<file path="config.mk">
export PLATFORM = sky130hd
export DESIGN_NAME = axis_upsizer_pkt
export DESIGN_NICKNAME = d
export VERILOG_FILES = /design/src/rtl/axis_upsizer_pkt.sv
export SDC_FILE = /design/constraint.sdc
export NUM_CORES = 1
export LEC_CHECK = 0
export CORE_ASPECT_RATIO = 0.5
export CORE_MARGIN = 1
export CORE_UTILIZATION = 55
export DETAILED_ROUTE_END_ITERATION = 10
export DONT_BUFFER_PORTS = 1
export MAX_ROUTING_LAYER = met4
export PLACE_DENSITY = 0.76
export SLEW_MARGIN = 10
export SYNTH_ARGS = -nofsm -noshare
export SYNTH_HDL_FRONTEND = slang
export SYNTH_SLANG_ARGS = --single-unit
</file>
<file path="constraint.sdc">
create_clock -name aclk -period 1.7 [get_ports aclk]
set_input_delay 0.17 -clock aclk [delete_from_list [all_inputs] [get_ports aclk]]
set_output_delay 0.17 -clock aclk [all_outputs]
set_load 0.01 [all_outputs]
</file>
<file path="src/rtl/axis_upsizer_pkt.sv">
// axis_upsizer_pkt: packet-aware AXI-Stream width upsizer.
// Packs RATIO narrow beats into one wide beat and flushes a partial wide beat
// early on tlast. Unfilled lanes leave with zero data and zero keep.
module axis_upsizer_pkt #(
    parameter int unsigned S_DATA_WIDTH = 8,
    parameter int unsigned RATIO        = 4,
    parameter int unsigned LANE_ORDER   = 0,
    parameter int unsigned M_DATA_WIDTH = S_DATA_WIDTH * RATIO,
    parameter int unsigned S_KEEP_WIDTH = S_DATA_WIDTH / 8,
    parameter int unsigned M_KEEP_WIDTH = M_DATA_WIDTH / 8
) (
    input  logic                    aclk,
    input  logic                    aresetn,

    input  logic [S_DATA_WIDTH-1:0] s_axis_tdata,
    input  logic [S_KEEP_WIDTH-1:0] s_axis_tkeep,
    input  logic                    s_axis_tvalid,
    input  logic                    s_axis_tlast,
    output logic                    s_axis_tready,

    output logic [M_DATA_WIDTH-1:0] m_axis_tdata,
    output logic [M_KEEP_WIDTH-1:0] m_axis_tkeep,
    output logic                    m_axis_tvalid,
    output logic                    m_axis_tlast,
    input  logic                    m_axis_tready
);

    localparam int unsigned CNT_W = (RATIO > 1) ? $clog2(RATIO) : 1;
    localparam logic [CNT_W-1:0] CNT_LAST = CNT_W'(RATIO - 1);

    typedef enum logic {
        ST_EMPTY = 1'b0,
        ST_FULL  = 1'b1
    } out_state_t;

    out_state_t              out_state;

    logic [M_DATA_WIDTH-1:0] pack_data;
    logic [M_KEEP_WIDTH-1:0] pack_keep;
    logic [CNT_W-1:0]        cnt;

    logic [CNT_W-1:0]        lane;
    logic [M_DATA_WIDTH-1:0] merged_data;
    logic [M_KEEP_WIDTH-1:0] merged_keep;
    logic                    complete;
    logic                    s_acc;
    logic                    out_load;

    // Physical lane for the current beat; MSB-first order mirrors the counter.
    always_comb begin
        lane = cnt;
        if (LANE_ORDER != 0) begin
            lane = CNT_LAST - cnt;
        end
    end

    // Pack contents with the current input beat dropped into its lane.
    always_comb begin
        merged_data = pack_data;
        merged_keep = pack_keep;
        for (int unsigned i = 0; i < RATIO; i++) begin
            if (CNT_W'(i) == lane) begin
                merged_data[i*S_DATA_WIDTH +: S_DATA_WIDTH] = s_axis_tdata;
                merged_keep[i*S_KEEP_WIDTH +: S_KEEP_WIDTH] = s_axis_tkeep;
            end
        end
    end

    // A beat completes a wide word when it fills the last lane or ends the packet.
    // Only a completing beat needs room in the output stage, so only it can stall.
    always_comb begin
        complete      = (cnt == CNT_LAST) | s_axis_tlast;
        s_axis_tready = (out_state == ST_EMPTY) | m_axis_tready | ~complete;
        s_acc         = s_axis_tvalid & s_axis_tready;
        out_load      = s_acc & complete;
    end

    // Pack register: accumulate partial words, clear when a word is handed off.
    always_ff @(posedge aclk or negedge aresetn) begin
        if (!aresetn) begin
            pack_data <= '0;
            pack_keep <= '0;
            cnt       <= '0;
        end else if (s_acc) begin
            if (complete) begin
                pack_data <= '0;
                pack_keep <= '0;
                cnt       <= '0;
            end else begin
                pack_data <= merged_data;
                pack_keep <= merged_keep;
                cnt       <= cnt + CNT_W'(1);
            end
        end
    end

    // Output stage FSM: EMPTY/FULL with reload when a handshake and a load coincide.
    always_ff @(posedge aclk or negedge aresetn) begin
        if (!aresetn) begin
            out_state     <= ST_EMPTY;
            m_axis_tvalid <= 1'b0;
            m_axis_tlast  <= 1'b0;
            m_axis_tdata  <= '0;
            m_axis_tkeep  <= '0;
        end else begin
            case (out_state)
                ST_EMPTY: begin
                    if (out_load) begin
                        out_state     <= ST_FULL;
                        m_axis_tvalid <= 1'b1;
                        m_axis_tlast  <= s_axis_tlast;
                        m_axis_tdata  <= merged_data;
                        m_axis_tkeep  <= merged_keep;
                    end
                end
                ST_FULL: begin
                    // A load here implies m_axis_tready, so held data never changes.
                    if (out_load) begin
                        out_state     <= ST_FULL;
                        m_axis_tvalid <= 1'b1;
                        m_axis_tlast  <= s_axis_tlast;
                        m_axis_tdata  <= merged_data;
                        m_axis_tkeep  <= merged_keep;
                    end else if (m_axis_tready) begin
                        out_state     <= ST_EMPTY;
                        m_axis_tvalid <= 1'b0;
                    end
                end
                default: begin
                    out_state     <= ST_EMPTY;
                    m_axis_tvalid <= 1'b0;
                end
            endcase
        end
    end

endmodule

</file>
==> impl_metrics.ini <==
[run_status]
outcome = finished, violations left
violations = negative hold slack, negative setup slack

[finish]
multi_input_area_um2 = 1504
area_delta_synth_final_pct = 23.41
diodes = 0
postLayoutCoreUtil = 0.7344
layout.area.seq_um2 = 1928
fin_cells = 346
fin_nets = 275
drive_gt1_frac = 0.4313
fillers = 335

[pwr]
pwr-share-comb = 0.195
power.density_nw_per_um2 = 1288
p_leak_nw = 2.056
power_frac_seq = 0.456
clockPowerShare = 0.349
switching_power_mw = 1.459
p_sw_frac = 0.2694
p_int_mw = 3.959
ir_drop_mv = 0.7173

[clocking]
cts-buffers-inserted = 9
insertion_delay_ns = 0.33
clkSinkCount = 77
cts_tree = done
clk_path_buf_depth = 2
path_clk_slew_ns = 0.06
cts-root-buf = clkbuf_16
htree_levels = 3

[global_routing]
grt_max_degree = 78
grt.overflow.total = 0
antenna_found_initial = 0
grt_pass1_wl_mm = 11.14
grt_pass1_vias = 2060
grtUsageTotal = 0.2438

[synthesis]
synthSimpleGateAreaFrac = 0.04550
synth_top_family_by_area = multiplexers
avgSynthCellArea_um2 = 15.02
synth-seq-area-share = 0.5651
synth-seq-cells = 77
synthAdderAreaFrac = 0.01468
yosysWarnings = 0
synthCells = 227
synth_xor_area_frac = 0
syn_area_um2 = 3410
synth_compound_area_frac = 0.1031
synth_mux_area_frac = 0.2411
synth_cell_types = 23
syn_nets = 245

[critical_path]
timing.rr.end = m_axis_tdata[19]
crit_type = flop to flop
r2r_start = cnt[0]
critPathArrivalTime_ns = 1.97
path_max_fanout = 16
r2r_cells = 5
startpoint_type = flop
critPathRequiredTime_ns = 1.91
regToRegSetupSlack_ns = -0.06
cp-end-kind = flop

[die]
fp.dieArea_um2 = 6537
core_um2 = 5729
die_width_um = 113.3
num_io_pins = 53
rows = 19
start_util = 0.5951
dieHeight_um = 57.68

[placed_design]
place_hpwl_mm = 4.283
dp.cells = 309
gp_congestion = 0.7607
io_buffers = 0

[timing]
setup_viol = 35
fin_ws_ns = -0.06181
fin_hold_ws_ns = -0.4676
tightest_slew_ns = 0.3133
fin_crit_sh = 1.036
drv_slew = 0
period_needed_ns = 1.762
rsz0062_at_grt = true
finalHoldViolations = 77
clock_skew_ns = 0.005285
slew_headroom = 0.7889
fmax_mhz = 567.6

[drt]
wl_per_cell_um = 22.40
routed_wl_mm = 7.751
first_pass_iters = 5
ant_nets = 0
drt_iter0_drc = 112
via_count = 2114
avgViaCountPerCell = 6.110
drcViolationCount = 0

[run]
maxCapViolCount = 0

[worst_hold_path]
min_path_type = input pin to asynchronous set/reset pin
cell usage in the layout (no fill, tap or decap), types with 3 or more instances in the layout:
| cell | netlist | layout |
|---|---|---|
| a32o_1 | 19 | 19 |
| a32o_2 | 9 | 9 |
| and2_1 | 10 | 10 |
| buf_12 | 0 | 4 |
| buf_4 | 2 | 16 |
| clkbuf_16 | 0 | 11 |
| clkinvlp_4 | 0 | 3 |
| dfrtp_1 | 77 | 76 |
| dlygate4sd3_1 | 0 | 10 |
| mux2_1 | 36 | 23 |
| mux2_2 | 37 | 37 |
| mux2_4 | 0 | 13 |
| nand2_1 | 4 | 4 |
| o211ai_2 | 2 | 3 |
| o211ai_4 | 1 | 3 |
cells in the mapped netlist:
cell	number	share of area
a22o_1	1	0.0026
a32o_1	19	0.056
a32o_2	9	0.030
and2_1	10	0.018
buf_2	8	0.012
buf_4	2	0.0044
buf_6	2	0.0066
clkbuf_1	5	0.0055
dfrtp_1	77	0.57
ha_1	4	0.015
inv_1	2	0.0022
mux2_1	36	0.12
mux2_2	37	0.12
nand2_1	4	0.0044
nand2b_1	1	0.0018
nand3b_4	1	0.0059
nor2_4	1	0.0033
o211ai_2	2	0.0073
o211ai_4	1	0.0062
o21ai_0	1	0.0015
or2_2	1	0.0018
or4b_1	2	0.0059
or4b_4	1	0.0040
state kept, by name, indices dropped and copies added, names as in the netlist:
name / flops
pack_data: 32
out_state: 1
m_axis_tdata: 32
m_axis_tlast: 1
m_axis_tvalid: 1
pack_keep: 4
m_axis_tkeep: 4
cnt: 2
power groups by stage:
stage	Clock, mW	Sequential (mW)	Combinational [mW]
final	1.89	2.47	1.05
after global routing	1.99	2.52	1.13
after CTS	1.93	2.47	0.873
after detailed placement	0	2.50	0.842
after global placement	0	2.49	0.809
after floorplan	0	2.43	0.671
routing by layer:
layer  up-vias  wire length, um  share of wire  track usage
met5         -                0              0            -
met3        19              533          0.069      0.08054
met4         0              218          0.028      0.07331
met2        69             3569           0.46       0.3699
li1        932                -              -            -
met1      1094             3428           0.44       0.3166
stage by stage:
stage               setup TNS (ns)  cell area [um^2]  hold WS [ns]  power [mW]  setup WS (ns)
finish                      -1.246              4208       -0.4676       5.418       -0.06181
global placement                 0              3571       -0.1239       3.296        0.09353
CTS                       -0.07145              3951       -0.4802       5.271       -0.01412
detailed placement       -0.005632              3571       -0.1237       3.341      -0.005632
global route                -2.950              4208       -0.4842       5.634        -0.1029
floorplan                        0              3428       -0.1256       3.104       0.007370
critical path, cell delays in order, from the launching register on:
cell and delay (ns):
dfrtp_2 0.45, ha_4 0.20, nor2_4 0.21, nand3b_4 0.26
clkbuf_16 0.20, mux2_1 0.32
kinds of logic (layout without fill, tap and decap cells):
group,Yosys count,after routing
compound gates,33,36
fa+ha+maj,4,4
buf+inv,19,51
flops,77,77
mux,73,73
simple gates,21,21
timing repair:
item	in CTS	in global routing
cloned	0	5
pin swaps	1	4
hold endpoints to repair	88	80
setup endpoints to repair	3	64
setup buffers	0	6
gates resized for setup	1	23
hold buffers	7	3
area by class of cell:
| type | count | share of cell area |
|---|---|---|
| Clock inverter | 6 | 0.01487 |
| Inverter | 2 | 0.001784 |
| Multi-Input combinational cell | 134 | 0.3574 |
| Tap cell | 84 | 0.02498 |
| Clock buffer | 10 | 0.05679 |
| Timing Repair Buffer | 33 | 0.08594 |
| Sequential cell | 77 | 0.4582 |
worst max-delay path by stage:
stage / endpoint / startpoint / depth (start not counted)
2_1_floorplan: m_axis_tdata[15] / cnt[1] / 6
3_3_place_gp: pack_data[15] / cnt[1] / 5
3_5_place_dp: pack_data[6] / cnt[0] / 5
4_1_cts: m_axis_tdata[12] / cnt[0] / 5
5_1_grt: m_axis_tkeep[2] / cnt[0] / 5
6_report: m_axis_tdata[19] / cnt[0] / 5
(Power assumes the default switching activity.)
